===== config.mk =====
export PLATFORM = sky130hd
export DESIGN_NAME = pipeline_hazard_ctrl
export DESIGN_NICKNAME = d
export VERILOG_FILES = /design/src/rtl/pipeline_hazard_ctrl.sv
export SDC_FILE = /design/constraint.sdc
export NUM_CORES = 1
export LEC_CHECK = 0
export ABC_AREA = 1
export CAP_MARGIN = 20
export CORE_MARGIN = 2
export CORE_UTILIZATION = 57
export CTS_BUF_LIST = sky130_fd_sc_hd__clkbuf_2
export DETAILED_ROUTE_END_ITERATION = 7
export GPL_ROUTABILITY_DRIVEN = 0
export HOLD_SLACK_MARGIN = 0.02
export PLACE_DENSITY = 0.89
export SLEW_MARGIN = 10
export SYNTH_ARGS = -nofsm -noshare
export SYNTH_HDL_FRONTEND = slang
export SYNTH_SLANG_ARGS = --single-unit

===== constraint.sdc =====
create_clock -name clk -period 3.4 [get_ports clk]
set_clock_uncertainty 0.1 [all_clocks]
set_input_delay 0.68 -clock clk [delete_from_list [all_inputs] [get_ports clk]]
set_output_delay 0.68 -clock clk [all_outputs]
set_load 0.02 [all_outputs]

===== src/rtl/pipeline_hazard_ctrl.sv =====
// pipeline_hazard_ctrl: hazard and sequencing controller for the 5-stage core.
// It drives the stall/flush enables of the pipeline registers and the EX operand
// forwarding selects. It holds the pipeline while data memory is not ready and
// halts it on a memory timeout. Saturating stall and flush counters are kept.
// Optional feature macro: FWD_EN (operand forwarding; stall only on load-use).
// Without FWD_EN, any source match against EX/MEM/WB stalls and fwd is 00.
module pipeline_hazard_ctrl #(
    parameter int WAIT_TIMEOUT = 255,
    parameter int CNT_W        = 32
) (
    input  logic             clk,
    input  logic             reset,
    input  logic [4:0]       rs1_d,
    input  logic [4:0]       rs2_d,
    input  logic [4:0]       rs1_e,
    input  logic [4:0]       rs2_e,
    input  logic [4:0]       rd_e,
    input  logic             WE3_e,
    input  logic             load_e,
    input  logic [1:0]       PCNext_select_e,
    input  logic [4:0]       rd_m,
    input  logic             WE3_m,
    input  logic [4:0]       rd_w,
    input  logic             WE3_w,
    input  logic             mem_req_m,
    input  logic             mem_ready,
    output logic             stall_f,
    output logic             stall_d,
    output logic             stall_e,
    output logic             stall_m,
    output logic             flush_d,
    output logic             flush_e,
    output logic             flush_w,
    output logic [1:0]       fwd_a_e,
    output logic [1:0]       fwd_b_e,
    output logic             mem_timeout,
    output logic             halted,
    output logic [CNT_W-1:0] stall_cnt,
    output logic [CNT_W-1:0] flush_cnt
);

    typedef enum logic [1:0] {
        ST_RUN      = 2'b00,
        ST_MEM_WAIT = 2'b01,
        ST_HALT     = 2'b10
    } state_t;

    localparam logic [1:0]       STEP_FORWARD = 2'b00;
    localparam logic [15:0]      TIMEOUT_C    = 16'(WAIT_TIMEOUT);
    localparam logic [CNT_W-1:0] CNT_ONE      = CNT_W'(1);
    localparam logic [CNT_W-1:0] CNT_MAX      = {CNT_W{1'b1}};

    state_t      state_r;
    logic [15:0] wait_cnt_r;
    logic        mem_wait_s;
    logic        redirect_s;
    logic        data_hazard_s;
    logic        redirect_act_s;

    // x0 never matches; a destination only matches when it is actually written
    function automatic logic reg_match(input logic [4:0] src, input logic [4:0] dst,
                                       input logic we);
        return (dst != 5'd0) && we && (src == dst);
    endfunction

    // MEM result wins over WB result; otherwise read the register file
    function automatic logic [1:0] fwd_sel(input logic [4:0] src);
        if (reg_match(src, rd_m, WE3_m)) begin
            return 2'b10;
        end else if (reg_match(src, rd_w, WE3_w)) begin
            return 2'b01;
        end else begin
            return 2'b00;
        end
    endfunction

    assign mem_wait_s = mem_req_m && !mem_ready && (state_r != ST_HALT);
    assign redirect_s = (PCNext_select_e != STEP_FORWARD);

`ifdef FWD_EN
    // Data hazard: only a load in EX feeding an ID source cannot be forwarded
    always_comb begin
        data_hazard_s = load_e && (reg_match(rs1_d, rd_e, WE3_e) ||
                                   reg_match(rs2_d, rd_e, WE3_e));
    end

    // Operand forwarding selects, forced to register file while in reset
    always_comb begin
        fwd_a_e = 2'b00;
        fwd_b_e = 2'b00;
        if (reset) begin
            fwd_a_e = 2'b00;
            fwd_b_e = 2'b00;
        end else begin
            fwd_a_e = fwd_sel(rs1_e);
            fwd_b_e = fwd_sel(rs2_e);
        end
    end
`else
    logic unused_inputs_s;
    assign unused_inputs_s = ^{rs1_e, rs2_e, load_e};

    // Data hazard: no bypass anywhere, so any in-flight writer of an ID source stalls
    always_comb begin
        data_hazard_s = reg_match(rs1_d, rd_e, WE3_e) || reg_match(rs2_d, rd_e, WE3_e) ||
                        reg_match(rs1_d, rd_m, WE3_m) || reg_match(rs2_d, rd_m, WE3_m) ||
                        reg_match(rs1_d, rd_w, WE3_w) || reg_match(rs2_d, rd_w, WE3_w);
    end

    // Forwarding unused in this build: operands always come from the register file
    always_comb begin
        fwd_a_e = 2'b00;
        fwd_b_e = 2'b00;
    end
`endif

    // Prioritised stall/flush decode: halt, memory wait, redirect, data hazard
    always_comb begin
        stall_f        = 1'b0;
        stall_d        = 1'b0;
        stall_e        = 1'b0;
        stall_m        = 1'b0;
        flush_d        = 1'b0;
        flush_e        = 1'b0;
        flush_w        = 1'b0;
        redirect_act_s = 1'b0;
        if (reset) begin
            redirect_act_s = 1'b0;
        end else if (state_r == ST_HALT) begin
            stall_f = 1'b1;
            stall_d = 1'b1;
            stall_e = 1'b1;
            stall_m = 1'b1;
        end else if (mem_wait_s) begin
            // MEM holds its access; WB receives a bubble
            stall_f = 1'b1;
            stall_d = 1'b1;
            stall_e = 1'b1;
            stall_m = 1'b1;
            flush_w = 1'b1;
        end else if (redirect_s) begin
            flush_d        = 1'b1;
            flush_e        = 1'b1;
            redirect_act_s = 1'b1;
        end else if (data_hazard_s) begin
            stall_f = 1'b1;
            stall_d = 1'b1;
            flush_e = 1'b1;
        end else begin
            redirect_act_s = 1'b0;
        end
    end

    // Sequencing FSM with wait timer and registered timeout/halt flags
    always_ff @(posedge clk) begin
        if (reset) begin
            state_r     <= ST_RUN;
            wait_cnt_r  <= 16'd0;
            mem_timeout <= 1'b0;
            halted      <= 1'b0;
        end else begin
            mem_timeout <= 1'b0;
            case (state_r)
                ST_RUN: begin
                    if (mem_wait_s) begin
                        state_r    <= ST_MEM_WAIT;
                        wait_cnt_r <= 16'd1;
                    end else begin
                        wait_cnt_r <= 16'd0;
                    end
                end
                ST_MEM_WAIT: begin
                    if (!mem_wait_s) begin
                        state_r    <= ST_RUN;
                        wait_cnt_r <= 16'd0;
                    end else if (wait_cnt_r == TIMEOUT_C) begin
                        state_r     <= ST_HALT;
                        mem_timeout <= 1'b1;
                        halted      <= 1'b1;
                    end else begin
                        wait_cnt_r <= wait_cnt_r + 16'd1;
                    end
                end
                ST_HALT: begin
                    halted <= 1'b1;
                end
                default: begin
                    state_r    <= ST_RUN;
                    wait_cnt_r <= 16'd0;
                    halted     <= 1'b0;
                end
            endcase
        end
    end

    // Saturating performance counters for stall cycles and redirect flushes
    always_ff @(posedge clk) begin
        if (reset) begin
            stall_cnt <= {CNT_W{1'b0}};
            flush_cnt <= {CNT_W{1'b0}};
        end else begin
            if (stall_f && (stall_cnt != CNT_MAX)) begin
                stall_cnt <= stall_cnt + CNT_ONE;
            end else begin
                stall_cnt <= stall_cnt;
            end
            if (redirect_act_s && (flush_cnt != CNT_MAX)) begin
                flush_cnt <= flush_cnt + CNT_ONE;
            end else begin
                flush_cnt <= flush_cnt;
            end
        end
    end

endmodule

==> impl_metrics.ini <==
[run_status]
outcome = complete, no violations

[clocking]
clk_latency_ns = 0.56
cts.sinks = 84
root_buffer = clkbuf_2
cts_buffers = 9
clkTransAtPathRegs_ns = 0.24
clockBufferDepth = 2
ctsHtreeMaxLevel = 3
cts_tree = done
hold_buffers = 0

[power]
peakVddDrop_mv = 0.257
p_per_area_mw_per_mm2 = 318
p_leak_nw = 2.59

[routing]
viasPerCell = 5.35
drtPass1Iterations = 5
routed_wl_um = 14500
postRouteAntennaNets = 0
drtIter0Drc = 289
post_drt_wl_per_cell_um = 13.1
vias = 5913
drc = 0

[setup_path]
slowest_stage = clkdlybuf4s50_1
arrival_ns = 2.44
crit_required_ns = 2.62
worstPathMaxFanout = 4
worst_setup_path_start_kind = flop
path_class = reg -> out
crit_chain = inv_1 -> ha_1 -> inv_1 -> nand3_1 -> nor2_2 -> clkdlybuf4s50_1
max_stage_delay_ns = 0.66
worst_path_most_repeated_cell = inv_1
cp-end-kind = output port

[floorplan]
start_util = 0.591
core_mm2 = 0.00928
die_w_um = 102
rows = 35
io_pins = 122
die_h_um = 102
design.die.area_mm2 = 0.0104

[place]
io_buffer_count = 106
hpwl_um = 10800

[global_route]
grt_max_degree = 61
grt_usage = 0.283
antenna_found_initial = 0
grt_first_pass_wirelength_um = 23800
overflow = 0
grt_pass1_vias = 5206

[synthesis]
synth_ff_type = dfxtp_1
ys_types = 42
ys_seq_elements = 84
syn_area_mm2 = 0.00549
netlist_top_cells_area = dfxtp_1 (31%), nand2_1 (16%), nor2_1 (6.4%)
synth-edff-count = 0
synth_top_cell_area_share = 0.306
ys_async_sr_fraction = 0
yosysMostFrequentCell = nand2_1
yosys_warnings = 0
ys_seq_area_frac = 0.306
netlist_top_cells_count = nand2_1 (241), nor2_1 (93), inv_1 (91)
yosys.area.top_type = dfxtp_1
synth_cells = 862
synth_area_per_cell_um2 = 6.37

[finish]
area_growth_pct = 24.5
final_util = 0.736
fin_nets = 1023
drive_gt1_frac = 0.0615
fillers = 783
diodes = 0

[sta]
worstMarginPinSlew_ns = 0.648
setup_viol = 0
hold_viol = 0
slew_viol_final = 0
min_period_ns = 3.22
max-slew-margin-rel = 0.568
fin_crit_sh = 0.946
tns_ns = 0
rsz0062_at_grt = false
fmax_ghz = 0.311

[job]
maxCapViolCount = 0

[hold_path]
hold_path_class = reg -> reg
==> stage by stage <==
step                      total power (W)  cells  hold WS, ns  setup slack (ns)  area [um2]
after detailed placement          0.00151   1090        0.367           -0.0699        6670
after floorplan                   0.00136    865        0.323             0.760        5500
after global placement            0.00151   1090        0.333           -0.0271        6670
after CTS                         0.00217   1105        0.393            0.0920        6830
after global routing              0.00227   1105        0.420           0.00152        6830
final                             0.00217   1105        0.391             0.183        6830
==> worst max-delay path: cells and delay by family, from the launching register on <==
kind | cells | cell delay, ns
DFF | 1 | 0.42
and+or+nand+nor | 2 | 0.36
buffers and inverters | 3 | 0.86
adders and majority gates | 1 | 0.24
==> final cells by class <==
cell class	instances	area (um2)	share of cell area
inverter	97	365	0.0535
clock inverter	6	114	0.0167
tap	129	161	0.0236
clock buffer	9	45.0	0.00659
multi-input combinational	657	3280	0.481
sequential	84	1680	0.246
timing repair buffer	123	1180	0.173
==> where the power goes <==
part,switching [W],internal (W),total (W)
Combinational,0.000295,0.000173,0.000468
Sequential,0.0000194,0.00101,0.00103
Clock,0.000362,0.000313,0.000675
==> cell usage in the layout, fill, tap and decap left out, drive strengths merged, types with 2 or more instances in the layout <==
cell / instances
a21boi: 2
a21oi: 69
a31oi: 2
buf: 18
bufinv: 3
clkbuf: 9
clkdlybuf4s50: 102
clkinv: 2
clkinvlp: 2
conb: 4
dfxtp: 84
dlygate4sd2: 3
ha: 6
inv: 96
nand2: 247
nand3: 65
nand3b: 4
nand4: 26
nor2: 97
nor3: 35
nor3b: 5
nor4: 9
o21a: 5
o21ai: 24
xnor2: 21
xor2: 29
==> per-layer routing <==
layer / share of wire / track usage
met5: 0 / 0
met2: 0.47 / 0.472
met1: 0.44 / 0.369
met4: 0.019 / 0.0831
met3: 0.069 / 0.0602
==> cell families after synthesis <==
kind of cell             after synthesis  synth area share
AND/OR/NAND/NOR                      490             0.398
buffers and inverters                124            0.0976
AO/OA/AOI/OAI                        106             0.102
flip-flops                            84             0.306
XOR/XNOR                              50            0.0798
adder cells (fa/ha/maj)                6            0.0137
other                                  1          0.000683
multiplexers                           1           0.00182
==> worst paths after layout <==
kind	start	to	slack, ns	cells after the start
max	state_r[0]	flush_d	0.18	6
min	halted	halted	0.39	2
max reg2reg	state_r[0]	flush_cnt[19]	1.00	12
min reg2reg	halted	halted	0.39	2
==> state kept, by name (all words and copies together), names as in the netlist <==
name / count
stall_cnt: 32
state_r: 2
flush_cnt: 32
halted: 1
mem_timeout: 1
wait_cnt_r: 16
==> what timing repair did <==
action	CTS	global route
resized for setup	3	1
setup buffers	0	0
endpoints found under the setup margin	3	1
(Power assumes the default switching activity.)
